## src/rtl/nasti_lite_read_arbiter.sv

```systemverilog
// Round-robin N:1 arbiter for nasti-lite read channels. R beats are routed back
// through an in-order FIFO of granted master indices, never by the id value.
module nasti_lite_read_arbiter #(
    parameter int N_MASTER        = 2,
    parameter int ID_WIDTH        = 4,
    parameter int ADDR_WIDTH      = 13,
    parameter int DATA_WIDTH      = 32,
    parameter int MAX_OUTSTANDING = 4
) (
    input  logic                           clk,
    input  logic                           rstn,
    input  logic [N_MASTER*ID_WIDTH-1:0]   m_ar_id,
    input  logic [N_MASTER*ADDR_WIDTH-1:0] m_ar_addr,
    input  logic [N_MASTER-1:0]            m_ar_valid,
    output logic [N_MASTER-1:0]            m_ar_ready,
    output logic [ID_WIDTH-1:0]            m_r_id,
    output logic [DATA_WIDTH-1:0]          m_r_data,
    output logic [1:0]                     m_r_resp,
    output logic [N_MASTER-1:0]            m_r_valid,
    input  logic [N_MASTER-1:0]            m_r_ready,
    output logic [ID_WIDTH-1:0]            s_ar_id,
    output logic [ADDR_WIDTH-1:0]          s_ar_addr,
    output logic                           s_ar_valid,
    input  logic                           s_ar_ready,
    input  logic [ID_WIDTH-1:0]            s_r_id,
    input  logic [DATA_WIDTH-1:0]          s_r_data,
    input  logic [1:0]                     s_r_resp,
    input  logic                           s_r_valid,
    output logic                           s_r_ready
);
    localparam int IDX_W = (N_MASTER > 1) ? $clog2(N_MASTER) : 1;
    localparam int PTR_W = (MAX_OUTSTANDING > 1) ? $clog2(MAX_OUTSTANDING) : 1;
    localparam int CNT_W = $clog2(MAX_OUTSTANDING + 1);

    localparam logic ST_IDLE   = 1'b0;
    localparam logic ST_LOCKED = 1'b1;

    localparam logic [IDX_W-1:0] LAST_M = IDX_W'(N_MASTER - 1);
    localparam logic [PTR_W-1:0] LAST_P = PTR_W'(MAX_OUTSTANDING - 1);
    localparam logic [CNT_W-1:0] FULL_C = CNT_W'(MAX_OUTSTANDING);

    logic                 state;
    logic [IDX_W-1:0]     rr_ptr;
    logic [IDX_W-1:0]     lock_grant;
    logic [IDX_W-1:0]     rr_pick;
    logic [IDX_W-1:0]     cand;
    logic                 found;
    logic [IDX_W-1:0]     grant;
    logic [IDX_W-1:0]     fifo_mem [MAX_OUTSTANDING];
    logic [PTR_W-1:0]     wr_ptr;
    logic [PTR_W-1:0]     rd_ptr;
    logic [CNT_W-1:0]     count;
    logic [IDX_W-1:0]     head;
    logic                 fifo_full;
    logic                 fifo_empty;
    logic                 ar_hs;
    logic                 r_hs;

    // First asserted valid at or after rr_ptr, wrapping around the masters.
    always_comb begin
        rr_pick = rr_ptr;
        found   = 1'b0;
        cand    = '0;
        for (int i = 0; i < N_MASTER; i++) begin
            cand = IDX_W'((int'(rr_ptr) + i) % N_MASTER);
            if (!found && m_ar_valid[cand]) begin
                rr_pick = cand;
                found   = 1'b1;
            end
        end
    end

    assign grant      = (state == ST_LOCKED) ? lock_grant : rr_pick;
    assign fifo_full  = (count == FULL_C);
    assign fifo_empty = (count == '0);
    assign head       = fifo_mem[rd_ptr];

    // Handshake outputs are forced low while reset is asserted.
    assign s_ar_valid = rstn & m_ar_valid[grant] & ~fifo_full;
    assign s_ar_id    = m_ar_id[int'(grant)*ID_WIDTH +: ID_WIDTH];
    assign s_ar_addr  = m_ar_addr[int'(grant)*ADDR_WIDTH +: ADDR_WIDTH];
    assign ar_hs      = s_ar_valid & s_ar_ready;

    always_comb begin
        m_ar_ready        = '0;
        m_ar_ready[grant] = rstn & s_ar_ready & ~fifo_full;
    end

    always_comb begin
        m_r_valid       = '0;
        m_r_valid[head] = rstn & s_r_valid & ~fifo_empty;
    end

    assign s_r_ready = rstn & ~fifo_empty & m_r_ready[head];
    assign r_hs      = s_r_valid & s_r_ready;
    assign m_r_id    = s_r_id;
    assign m_r_data  = s_r_data;
    assign m_r_resp  = s_r_resp;

    always_ff @(posedge clk or negedge rstn) begin
        if (!rstn) begin
            state      <= ST_IDLE;
            rr_ptr     <= '0;
            lock_grant <= '0;
        end else begin
            if (ar_hs) begin
                rr_ptr <= (grant == LAST_M) ? '0 : grant + IDX_W'(1);
                state  <= ST_IDLE;
            end else if (state == ST_IDLE && s_ar_valid) begin
                // Slave stalled: hold this grant so the AR payload stays stable.
                state      <= ST_LOCKED;
                lock_grant <= grant;
            end
        end
    end

    always_ff @(posedge clk or negedge rstn) begin
        if (!rstn) begin
            wr_ptr <= '0;
            rd_ptr <= '0;
            count  <= '0;
        end else begin
            if (ar_hs) wr_ptr <= (wr_ptr == LAST_P) ? '0 : wr_ptr + PTR_W'(1);
            if (r_hs)  rd_ptr <= (rd_ptr == LAST_P) ? '0 : rd_ptr + PTR_W'(1);
            case ({ar_hs, r_hs})
                2'b10:   count <= count + CNT_W'(1);
                2'b01:   count <= count - CNT_W'(1);
                default: count <= count;
            endcase
        end
    end

    always_ff @(posedge clk) begin
        if (ar_hs) fifo_mem[wr_ptr] <= grant;
    end
endmodule

```

## config.mk

```make
export PLATFORM = sky130hd
export DESIGN_NAME = nasti_lite_read_arbiter
export DESIGN_NICKNAME = d
export VERILOG_FILES = /design/src/rtl/nasti_lite_read_arbiter.sv
export SDC_FILE = /design/constraint.sdc
export NUM_CORES = 1
export LEC_CHECK = 0
export ABC_AREA = 0
export CORE_MARGIN = 10
export CORE_UTILIZATION = 31
export CTS_BUF_LIST = sky130_fd_sc_hd__clkbuf_4
export CTS_CLUSTER_SIZE = 28
export DETAILED_ROUTE_END_ITERATION = 7
export GPL_TIMING_DRIVEN = 0
export PLACE_DENSITY = 0.88
export SLEW_MARGIN = 25
export SYNTH_ARGS = -nofsm -noshare
export SYNTH_HDL_FRONTEND = slang
export SYNTH_SLANG_ARGS = --single-unit
```

## constraint.sdc

```tcl
create_clock -name clk -period 4.4 [get_ports clk]
set_clock_uncertainty 0.2 [all_clocks]
set_input_delay 0.88 -clock clk [delete_from_list [all_inputs] [get_ports clk]]
set_output_delay 0.88 -clock clk [all_outputs]
set_load 0.03 [all_outputs]
```

# --- Word level (Yosys, flattened, before mapping) ---
# Memory sizes are Yosys's and may differ from the RTL's.
# Index checks and enable logic that the tools add are counted.
totals:
  register_bits: 10
  out_inout_bits: 61
  ram_bits: 4
  mem_count: 1
memory_table:
  columns: ["memory", "words", "width", "read_ports", "rd_clocked_by_memory_dff", "wr", "line_no", "rtl"]
  rows:
  - ["fifo_mem", 4, 1, 1, 0, 1, "49", "logic [IDX_W-1:0] fifo_mem [MAX_OUTSTANDING];"]
op_classes:
  reduce_logical: 9
  n_bitwise: 16
  n_addsub: 6
  order_cmp: 6
  n_eq_ne: 5
  mul: 1
  muxes: 23
  shift: 2
ops:
  columns: ["op", "n"]
  rows:
  - ["indexed part select 26 x 6 -> 13 bit", 1]
  - ["2-to-1 mux 1 bit", 18]
  - ["AND 1 bit", 10]
  - ["less-than comparator 1 x 2 -> 1 bit (second input constant)", 4]
  - ["indexed part select 8 x 4 -> 4 bit", 1]
  - ["== test 2 bit (second input constant)", 3]
  - ["one-hot mux 3 bit (2 select lines)", 1]
  - ["multiplier 1 x 4 -> 5 bit (second input constant)", 1]
  - ["adder 2 x 1 -> 2 bit (second input constant)", 2]
  - ["AND 2 bit", 2]
  - ["logical AND 1 bit", 4]
  - ["2-to-1 mux 2 bit", 2]
  - ["NOT 1 bit", 4]
  - ["nonzero test 2 bit", 2]
  - ["adder 3 x 1 -> 3 bit (second input constant)", 1]
  - ["== test 3 bit (second input constant)", 1]
  - ["logical NOT 3 bit", 1]
  - ["subtractor 3 x 1 -> 3 bit (second input constant)", 1]
  - ["adder 1 bit (second input constant)", 2]
  - ["demux 1 bit (select 1 bit)", 2]
  - ["== test 2 x 1 -> 1 bit (second input constant)", 1]
  - ["greater-or-equal comparator 1 bit (second input constant)", 2]
  - ["AND reduction 2 bit", 1]
  - ["logical NOT 1 bit", 1]

# --- Depth between registers and ports, before layout ---
# Gate-level depths: netlist of run 1.
logic_depth:
  ltp_word: 14
  depth_mapped: 10
  mapped_depth_nobuf: 10

# --- Worst setup path before layout of run 1 ---
# OpenSTA, ideal clock, no wires.
synth_timing:
  path_kind: "in2out"
  start: "input port m_ar_valid[0]"
  end: "output port m_ar_ready[1]"
  path_slack_ns: 1.369
  t_arrival_ns: 1.951
  path_stages: 5
  cell_sequence: "inv_1 > o21bai_1 > o21ai_1 > buf_2 > nor2b_1"
synth_via:
  elab_chain_len: 12
  elab_cells_between_ends: 15
  cone_classes: "order compare: 2; mux: 9; bitwise: 1; reduce/logical: 3"
synth_rtl:
  columns: ["element", "line_no", "rtl"]
  rows:
  - ["start, declared", "14", "input logic [N_MASTER-1:0] m_ar_valid,"]
  - ["2-to-1 mux 1 bit (implied by the code) (2 in a row)", "66", "if (!found && m_ar_valid[cand]) begin"]
  - ["2-to-1 mux 1 bit", "66", null]
  - ["logical NOT 1 bit", "66", null]
  - ["logical AND 1 bit (*)", "66", null]
  - ["2-to-1 mux 1 bit (*)", "66", null]
  - ["2-to-1 mux 1 bit (*)", "73", "assign grant = (state == ST_LOCKED) ? lock_grant : rr_pick;"]
  - ["via grant", "48", "logic [IDX_W-1:0] grant;"]
  - ["less-than comparator 1 x 2 -> 1 bit (implied by the code) or greater-or-equal comparator 1 bit (tied branches)", "86", "m_ar_ready[grant] = rstn & s_ar_ready & ~fifo_full;"]
  - ["logical AND 1 bit (implied by the code)", "86", null]
  - ["2-to-1 mux 1 bit (implied by the code)", "86", null]
  - ["demux 1 bit (select 1 bit) (*)", "86", null]
  - ["AND 2 bit (no source line) (*)", null, null]
  - ["end, declared", "15", "output logic [N_MASTER-1:0] m_ar_ready,"]
# Mark *: on every way through the listed nets, which the timed path passes. The rest lies on a longest branch. The select of a mux whose other input is x is not followed.

# --- Worst setup path in the final report of run 1 ---
layout_timing:
  start: "input port m_ar_valid[0]"
  end: "output port s_ar_id[0]"
layout_via:
  elab_chain_len: 8
  elab_cells_between_ends: 10
  cone_classes: "shift: 1; mux: 7; reduce/logical: 2"
layout_rtl:
  columns: ["element", "line_no", "rtl"]
  rows:
  - ["2-to-1 mux 1 bit (implied by the code) (2 in a row)", "66", null]
  - ["2-to-1 mux 1 bit", "66", null]
  - ["logical NOT 1 bit", "66", null]
  - ["logical AND 1 bit (*)", "66", null]
  - ["2-to-1 mux 1 bit (*)", "66", null]
  - ["2-to-1 mux 1 bit (*)", "73", null]
  - ["via grant", "48", null]
  - ["indexed part select 8 x 4 -> 4 bit (*)", "80", "assign s_ar_id = m_ar_id[int'(grant)*ID_WIDTH +: ID_WIDTH];"]
  - ["end, declared", "21", "output logic [ID_WIDTH-1:0] s_ar_id,"]
# Marked as above.

==> results of run 1 <==
## synth_stat cells, drive strengths merged
cell type,number,area share [%]
nor2b,2,0.96
mux2i,2,1.5
buf,40,23
o21ai,2,0.77
edfxtp,4,9.2
inv,8,2.3
o22a,1,0.67
and2,4,1.9
xnor2,2,1.3
nand2,1,0.29
o311ai,2,3.3
a21boi,1,0.58
fa,1,1.5
mux2,22,19
a21oi,1,0.38
nor4,1,0.48
mux4,1,1.7
o31ai,3,1.7
xor2,1,0.67
o2bb2ai,1,0.67
nor2,10,2.9
o21bai,1,0.58
ha,6,5.8
dfrtp,10,19
## where the power goes
group	internal, uW	leakage [uW]	switching, uW
Clock	32.8	0.0000154	39.0
Sequential	191	0.000155	62.5
Combinational	369	0.000850	380
Total	593	0.00102	482
## state kept, by name (all words and copies together), names as in the netlist
name / flops
count: 3
state: 1
lock_grant: 1
wr_ptr: 2
rd_ptr: 2
fifo_mem: 4
rr_ptr: 1
## how the worst max path moves through the flow
stage / depth (start not counted) / slack [ns] / startpoint / end
after CTS: 7 / 0.20 / m_ar_valid[0] / s_ar_id[0]
after global placement: 6 / 0.24 / m_ar_valid[1] / s_ar_id[0]
after floorplan: 5 / 1.37 / m_ar_valid[0] / m_ar_ready[1]
after global routing: 7 / 0.12 / m_ar_valid[0] / s_ar_id[0]
final: 7 / 0.26 / m_ar_valid[0] / s_ar_id[0]
after detailed placement: 7 / 0.21 / m_ar_valid[0] / s_ar_id[0]
## area by class of cell
type                    instances  area [um2]
fillers                       358        1610
repair buffers                102        1020
multi-input cells              65         609
flip-flops and latches         14         370
plain buffers                  40         295
well taps                      50        62.6
inverters                       8        30.0
clock buffers                   3        22.5
clock inverters                 1        3.75
## cells by family after synthesis
logic type | Yosys count | synth area share [%]
mux | 25 | 22.2
buf+inv | 48 | 24.9
xor+xnor | 3 | 2.01
compound gates | 12 | 8.63
flops | 14 | 28.4
fa+ha+maj | 7 | 7.29
simple gates | 18 | 6.52
## cell usage in the layout, fill, tap and decap left out
cell type and n:
clkdlybuf4s50_1 102, buf_4 38, mux2_2 19, nor2_1 10, dfrtp_1 10, inv_1 8, ha_1 6, and2_1 4
edfxtp_1 4, mux2_1 3, o31ai_1 3, clkbuf_4 3, buf_2 2, mux2i_1 2, nor2b_1 2, xnor2_1 2
o21bai_1 1, a21oi_1 1, nand2_1 1, o21ai_1 1, o311ai_4 1, mux4_2 1, o311ai_2 1, a21boi_0 1
o2bb2ai_1 1, nor4_1 1, xor2_1 1, o22a_1 1, o21ai_0 1, fa_1 1, clkinv_1 1
## stage by stage
step | area, um2 | hold slack (ns) | setup WS (ns) | power [uW] | util, %
floorplan | 1310 | 0.278 | 1.37 | 739 | -
global placement | 2390 | 0.312 | 0.235 | 995 | 59.3
detailed placement | 2390 | 0.353 | 0.214 | 1010 | 59.3
CTS | 2410 | 0.374 | 0.204 | 1090 | 59.9
global route | 2410 | 0.380 | 0.121 | 1160 | 59.9
finish | 2410 | 0.360 | 0.261 | 1070 | 59.9
## per-layer routing
metal | global-route usage (%) | routed length [um] | share of wire [%]
met5 | 0 | 0 | 0
met4 | 4.94 | 41 | 0.97
met3 | 7.93 | 729 | 17
met2 | 18.7 | 2070 | 49
met1 | 9.73 | 1390 | 33
==> metrics, run 1 <==
GPL Wtd Cong=0.770; post-synthesis cell count=127; via count=1242; setup violators final=0; Slowest-stage cell, CP=clkdlybuf4s50_1; min Tclk post-route=4.14 ns; gr ovfl total=0; post-CTS setup buffer count=0; Top Family by Delay on Critical Path=buffers and inverters; core box area=4030 um2; Syn-to-layout area delta=85.0%; overall routing resource usage=11.0%; RSZ-0062 raised after global routing=false; vias per inst=4.39; Syn. warnings=0; initial drt markers=38; final count of hold timing violations=0; crit-path max FO=13; diode count=0; Root Driver=clkbuf_4; CP required=3.32 ns; share of cells above drive strength 1=27.9%; I/O Buffers=102; fin cells=283; CP Launch Type=input pin; Worst Hold Depth=1; Mapped Area=1310 um2; Max-cap violations=0; Layout Nets=321; post-CTS sizing=0; Remaining DRCs=0; CTS tree=done; Clk Latency, worst-skew pair=0.27 ns; worst reg-to-reg path cell count=9; Yosys cell types=28; Avg Inst Size Synth=10.3 um2; effective utilization at floorplan=32.4%; first-pass GRT wire length=6530 um; vias in the first global route=1371; TritonCTS buffer count=3; Routed WL per cell=15.0 um; hold_sp=rd_ptr[1]; Critical Path, Cell by Cell=clkdlybuf4s50_1 -> inv_1 -> o21bai_1 -> o21ai_1 -> buf_2 -> mux2_2 -> clkdlybuf4s50_1; status=finished clean; Pre-antenna DRT Iters=3; final WL=4240 um; worst path arrival time=3.06 ns; Synth Register Bits=14; Max Transition Viols Final=0; Post-Syn Nets=214; Die Area=7200 um2; initial antenna violation count=0; die span in x=84.9 um; worst stage delay on the critical path=0.60 ns; Fin Setup TNS=0 ns; clock sink count=14; cts hold-fix bufs=0; number of H-tree levels=1; Placed Cells=279; Reg-to-Reg Start=rd_ptr[0]; Worst Tran Pin Value=0.668 ns; Routed Antenna Nets=0; Seq/Total Area, Yosys=28.4%; normalized max-slew margin=55.3%; clock slew at reported path FFs=0.08 ns; fin crit share=94.1%; Buf+Inv Stages, Crit Path=4; worst reg2reg path endpoint=count[2]; Power Dens Cells=445 nW/um2; DP Wirelength=3820 um; hold endpoint=rd_ptr[1]; Clock Tree Buf Depth=2; largest net degree at the start of global routing=15; crit end category=output port; Hold Crit Class=reg2reg; most frequent CP cell=clkdlybuf4s50_1; Max Clk Rate=242 MHz; crit path kind=in2out; Die Y=84.9 um; worst reg-to-reg setup slack=1.73 ns; leakage power total=0.00102 uW; # IOs=141; num rows=23; Peak VDD IR=0.251 mV
Note: power is estimated with default switching activity, not from simulation.
==> inputs of run 2 (changes only) <==
Settings changed: CELL_PAD_IN_SITES_DETAIL_PLACEMENT set to 0, CELL_PAD_IN_SITES_GLOBAL_PLACEMENT set to 1, CORE_UTILIZATION 31 to 19, PLACE_DENSITY 0.88 to unset, PLACE_DENSITY_LB_ADDON set to 0.1.
Clock period 4.4 ns to 4.65 ns, I/O delays scaled along.
==> run 2 against run 1 <==
Die area increased by 47%. Sequential cell count unchanged. Count of clock-buffer cells in the layout increased by 1. Global-route usage decreased by 2.7 points. Critical path depth decreased by 1. Largest cell class unchanged. Sequential share of layout area decreased by 0.26 points.
==> metrics, run 2 (same netlist as run 1, synthesis figures left out) <==
status=finished clean (unchanged); Die Y=103 um (was 84.9 um); most frequent cells in the layout=102 x clkdlybuf4s50_1, 38 x buf_4, 19 x mux2_2 (unchanged); I/O Buffers=102 (unchanged); final count of hold timing violations=0 (unchanged); post-route setup slack=0.400 ns (was 0.261 ns); Clock power frac=7.6% (was 6.7%); post-CTS sizing=0 (unchanged); post-place setup slack=0.338 ns (was 0.214 ns); crit path kind=in2out (unchanged); Worst Tran Pin Value=0.684 ns (was 0.668 ns); fin crit share=91.4%; TritonCTS buffer count=3 (unchanged); diode count=0 (unchanged); clock slew at reported path FFs=0.08 ns (about the same); max reg flops=4 (unchanged); gr busiest metal=met2 (unchanged); CP required=3.52 ns (was 3.32 ns); leakage power total=0.00102 uW (about the same); Internal=566 uW (was 593 uW); final WL=5010 um (was 4240 um); share of cells above drive strength 1=28.3% (was 27.9%); Die Area=10600 um2 (was 7200 um2); initial antenna violation count=0 (unchanged); Syn-to-layout area delta=88.2% (was 85.0%); cts hold-fix bufs=0 (unchanged); Sw Share=45.0% (was 44.8%); worst reg2reg path endpoint=count[2] (unchanged); Reg with most FFs=fifo_mem (unchanged); crit-path max FO=13 (unchanged); most frequent CP cell=clkdlybuf4s50_1 (unchanged); initial drt markers=27 (was 38); number of H-tree levels=1 (unchanged); Routed WL per cell=16.0 um (was 15.0 um); worst reg-to-reg setup slack=1.87 ns (was 1.73 ns); biggest regs=fifo_mem (4), count (3) (unchanged); DP Wirelength=4530 um (was 3820 um); hold endpoint=rr_ptr (was rd_ptr[1]); gr ovfl total=0 (unchanged); fin cells=313 (was 283); Buf+Inv Stages, Crit Path=3 (was 4); Remaining DRCs=0 (unchanged); Max-cap violations=0 (unchanged); via count=1225 (was 1242); Critical Path, Cell by Cell=clkdlybuf4s50_1 -> o21bai_1 -> o21ai_1 -> buf_2 -> mux2_2 -> clkdlybuf4s50_1 (was clkdlybuf4s50_1 -> inv_1 -> o21bai_1 -> o21ai_1 -> buf_2 -> mux2_2 -> clkdlybuf4s50_1); Root Driver=clkbuf_4 (unchanged); Reg-to-Reg Start=rd_ptr[0] (unchanged); largest net degree at the start of global routing=15 (unchanged); vias per inst=3.91 (was 4.39); die span in x=103 um (was 84.9 um); Worst Hold Depth=2 (was 1); most common cell after layout, fill and taps aside=clkdlybuf4s50_1 (unchanged); Top Family by Delay on Critical Path=buffers and inverters (unchanged); met3 Usage GRT=4.96% (was 7.93%); Hold Crit Class=reg2reg (unchanged); overall routing resource usage=8.26% (was 11.0%); Clock Tree Buf Depth=2 (unchanged); met1 Use GR=8.42% (was 9.73%); Gate power share=68.9% (was 69.7%); worst stage delay on the critical path=0.60 ns (about the same); RSZ-0062 raised after global routing=false (unchanged); effective utilization at floorplan=19.4% (was 32.4%); setup violators final=0 (unchanged); worst path arrival time=3.12 ns (was 3.06 ns); core box area=6720 um2 (was 4030 um2); first-pass GRT wire length=6950 um (was 6530 um); crit end category=output port (unchanged); Power Dens Cells=419 nW/um2 (was 445 nW/um2); min Tclk post-route=4.25 ns; GPL Wtd Cong=0.762 (was 0.770); sequential share of power=23.4% (was 23.6%); Slowest-stage cell, CP=clkdlybuf4s50_1 (unchanged); post-CTS setup buffer count=0 (unchanged); fillers=677 (was 358); Max Clk Rate=235 MHz; vias in the first global route=1296 (was 1371); Layout Nets=321 (unchanged); Net Sw Power=463 uW (was 482 uW); CTS tree=done (unchanged); Clk Latency, worst-skew pair=0.27 ns (about the same); worst reg-to-reg path cell count=9 (unchanged); Global Route met2 Usage=14.6% (was 18.7%); Fin Setup TNS=0 ns (unchanged); clock sink count=14 (unchanged); hold_sp=rr_ptr (was rd_ptr[1]); Pre-antenna DRT Iters=4 (was 3); Routed Antenna Nets=0 (unchanged); # IOs=141 (unchanged); normalized max-slew margin=54.3% (was 55.3%); Peak VDD IR=0.164 mV (was 0.251 mV); CP Launch Type=input pin (unchanged); num rows=30 (was 23); Max Transition Viols Final=0 (unchanged); Placed Cells=309 (was 279)
[run 2: changes by cell type in the layout (fill, tap and decap cells not counted)]
cell and change:
clkbuf_4 +1, clkinv_1 -1
[run 2: power groups by stage]
stage / Combinational, uW / Clock, uW / Sequential, uW
2_1_floorplan: 470 / 0 / 229
3_3_place_gp: 724 / 0 / 243
3_5_place_dp: 723 / 0 / 245
4_1_cts: 725 / 82.6 / 242
5_1_grt: 767 / 89.0 / 251
6_report: 710 / 78.7 / 241
[run 2: metrics by stage]
stage	cell area [um2]	power, uW	hold WS (ns)	utilization (%)
after global routing	2460	1110	0.386	36.6
after CTS	2460	1050	0.329	36.6
final	2460	1030	0.323	36.6
after floorplan	1310	699	0.278	-
after detailed placement	2430	967	0.309	36.1
after global placement	2430	968	0.305	36.1
[run 2: metal layers]
layer / vias up / part of all wire, %
li1: 605 / -
met1: 544 / 36
met2: 74 / 49
met3: 2 / 15
met4: 0 / 0.24
met5: - / 0
[run 2: cell type report]
cell class | count | area [um2] | area share, %
Multi-Input combinational cell | 65 | 609 | 24.8
Sequential cell | 14 | 370 | 15.1
Timing Repair Buffer | 102 | 1020 | 41.6
Clock buffer | 4 | 30.0 | 1.22
Inverter | 8 | 30.0 | 1.22
Buffer | 40 | 295 | 12.0
Tap cell | 80 | 100 | 4.08
[run 2: worst max-delay path by stage]
stage | startpoint | endpoint | slack (ns) | cells past startpoint
finish | m_ar_valid[1] | s_ar_id[2] | 0.40 | 6
global route | m_ar_valid[0] | s_ar_id[2] | 0.18 | 7
CTS | m_ar_valid[1] | s_ar_id[2] | 0.33 | 6
detailed placement | m_ar_valid[1] | s_ar_id[2] | 0.34 | 6
global placement | m_ar_valid[1] | s_ar_id[2] | 0.34 | 6
floorplan | m_ar_valid[0] | m_ar_ready[1] | 1.52 | 5
[run 2: worst reg2reg max path, stage by stage, from the launching register on]
cell and delay (ns):
dfrtp_1 0.43, mux4_2 0.58, mux2i_1 0.16, nor2_1 0.25
ha_1 0.27, inv_1 0.07, fa_1 0.37, xor2_1 0.15
nor2_1 0.11, xnor2_1 0.12
==> inputs of run 3 (changes only) <==
Settings changed: ABC_AREA 0 to unset, REMOVE_ABC_BUFFERS set to 1.
Clock period 4.65 ns to 4.8 ns, I/O delays scaled along.
==> run 3 against run 2 <==
Sequential cell count unchanged. Via count decreased by 17%. Global-route usage increased by 0.83 points. Combinational power decreased by 16%. Register-to-register slack improved by 0.19 ns. Non-clock buffer count decreased by 78. First-iteration DRC count increased by 59%. Final cell count decreased by 25%. Wire length decreased by 4.2%. Total power decreased by 12%. Design area decreased by 27%. Utilization decreased by 9.9 points. Largest cell class unchanged. Largest power group unchanged.
==> metrics, run 3 (same netlist as run 1, synthesis figures left out) <==
status=finished clean (unchanged); largest net degree at the start of global routing=26 (was 15); vias in the first global route=1217 (was 1296); Worst Tran Pin Value=0.725 ns (was 0.684 ns); RSZ-0062 raised after global routing=false (unchanged); I/O Buffers=64 (was 102); Sw Share=45.2% (was 45.0%); TritonCTS buffer count=3 (unchanged); most frequent cells in the layout=64 x clkdlybuf4s50_1, 19 x mux2_2, 10 x nor2_1, 10 x dfrtp_1, 8 x inv_1 (was 102 x clkdlybuf4s50_1, 38 x buf_4, 19 x mux2_2); clock sink count=14 (unchanged); Fin Setup TNS=0 ns (unchanged); Peak VDD IR=0.162 mV (was 0.164 mV); Routed WL per cell=20.4 um (was 16.0 um); cts hold-fix bufs=0 (unchanged); Storage cell area=370 um2 (unchanged); worst reg-to-reg path cell count=9 (unchanged); diode count=0 (unchanged); CTS tree=done (unchanged); fin cells=235 (was 313); initial antenna violation count=0 (unchanged); worst stage delay on the critical path=0.61 ns (was 0.60 ns); worst reg2reg path endpoint=count[2] (unchanged); CP Launch Type=input pin (unchanged); via count=1022 (was 1225); crit-path max FO=25 (was 13); Syn-to-layout area delta=37.0% (was 88.2%); CP required=3.64 ns (was 3.52 ns); Reg-to-Reg Start=rd_ptr[0] (unchanged); die span in x=103 um (unchanged); num rows=30 (unchanged); worst path arrival time=3.21 ns (was 3.12 ns); Pwr Total=901 uW (was 1030 uW); crit end category=output port (unchanged); Clock Tree Buf Depth=2 (unchanged); Clk Latency, worst-skew pair=0.28 ns (was 0.27 ns); final count of hold timing violations=0 (unchanged); final WL=4790 um (was 5010 um); Clock power frac=7.9% (was 7.6%); post-CTS setup buffer count=0 (unchanged); Gate power share=66.3% (was 68.9%); Max-cap violations=0 (unchanged); Remaining DRCs=0 (unchanged); CP Launch Point=m_ar_valid[1] (unchanged); Root Driver=clkbuf_4 (unchanged); Multi-input gate area=621 um2 (was 609 um2); Net Sw Power=407 uW (was 463 uW); fillers=708 (was 677); # IOs=141 (unchanged); number of H-tree levels=1 (unchanged); setup violators final=0 (unchanged); Max Transition Viols Final=0 (unchanged); crit path kind=in2out (unchanged); DP Wirelength=3990 um (was 4530 um); Pre-antenna DRT Iters=4 (unchanged); vias per inst=4.35 (was 3.91); Internal=494 uW (was 566 uW); effective utilization at floorplan=19.4% (unchanged); leakage power total=0.000683 uW (was 0.00102 uW); post-CTS sizing=0 (unchanged); Power Dens Cells=504 nW/um2 (was 419 nW/um2); clock slew at reported path FFs=0.09 ns (was 0.08 ns); CP endpoint=s_ar_addr[2] (was s_ar_id[2]); Die Y=103 um (unchanged); Reg with most FFs=fifo_mem (unchanged); fin crit share=91.1%; most common cell after layout, fill and taps aside=clkdlybuf4s50_1 (unchanged); Critical Path, Cell by Cell=clkdlybuf4s50_1 -> o21bai_1 -> o21ai_4 -> mux2_2 -> clkdlybuf4s50_1 (was clkdlybuf4s50_1 -> o21bai_1 -> o21ai_1 -> buf_2 -> mux2_2 -> clkdlybuf4s50_1); normalized max-slew margin=51.5% (was 54.3%); initial drt markers=43 (was 27); most frequent CP cell=clkdlybuf4s50_1 (unchanged); sequential share of power=25.8% (was 23.4%); max reg flops=4 (unchanged); min Tclk post-route=4.37 ns; GPL Wtd Cong=0.721 (was 0.762); Routed Antenna Nets=0 (unchanged); biggest regs=fifo_mem (4), count (3) (unchanged); Max Clk Rate=229 MHz; Slowest-stage cell, CP=o21ai_4 (was clkdlybuf4s50_1); Hold Crit Class=reg2reg (unchanged); gr ovfl total=0 (unchanged); core box area=6720 um2 (unchanged); worst reg-to-reg setup slack=2.06 ns (was 1.87 ns); first-pass GRT wire length=7040 um (was 6950 um); Layout Nets=243 (was 321); Die Area=10600 um2 (unchanged); overall routing resource usage=9.09% (was 8.26%); Placed Cells=231 (was 309); share of cells above drive strength 1=16.8% (was 28.3%)
[run 3: stage by stage]
step / hold slack (ns) / setup WS (ns) / util (%) / cell area, um2
finish: 0.342 / 0.426 / 26.6 / 1790
detailed placement: 0.327 / 0.381 / 26.2 / 1760
CTS: 0.349 / 0.349 / 26.6 / 1790
floorplan: 0.278 / 0.983 / - / 1010
global route: 0.381 / 0.271 / 26.6 / 1790
global placement: 0.316 / -0.546 / 26.1 / 1750
[run 3: worst min path at each step]
stage	start	endpoint	slack, ns	cells after the start
after floorplan	rr_ptr	rr_ptr	0.28	2
after CTS	rd_ptr[1]	rd_ptr[1]	0.35	1
final	rr_ptr	rr_ptr	0.34	2
after global routing	rd_ptr[1]	rd_ptr[1]	0.38	1
after global placement	rd_ptr[1]	rd_ptr[1]	0.32	1
after detailed placement	rr_ptr	rr_ptr	0.33	2
[run 3: layer usage]
metal,vias up,routed length [um],global-route usage (%)
met5,-,34,3.06
met2,102,1520,9.67
met1,464,1950,10.1
met4,2,22,1.82
li1,450,-,-
met3,4,1270,11.9
[run 3: power by group through the flow]
stage | combinational [uW] | sequential (uW) | clock (uW)
after floorplan | 389 | 223 | 0
after global placement | 597 | 235 | 0
after detailed placement | 610 | 235 | 0
after CTS | 613 | 234 | 75.8
after global routing | 652 | 244 | 79.9
final | 598 | 233 | 70.9
[run 3: area by class of cell]
class | instances | area share (%)
timing repair buffer | 64 | 35.8
multi-input combinational | 65 | 34.7
sequential | 14 | 20.7
tap | 80 | 5.60
inverter | 8 | 1.68
clock buffer | 3 | 1.26
clock inverter | 1 | 0.210
[run 3: worst max-delay path: cells and delay by family]
| kind | cells | cell delay [ns] |
|---|---|---|
| compound gates | 2 | 0.73 |
| buf+inv | 2 | 1.10 |
| mux | 1 | 0.41 |
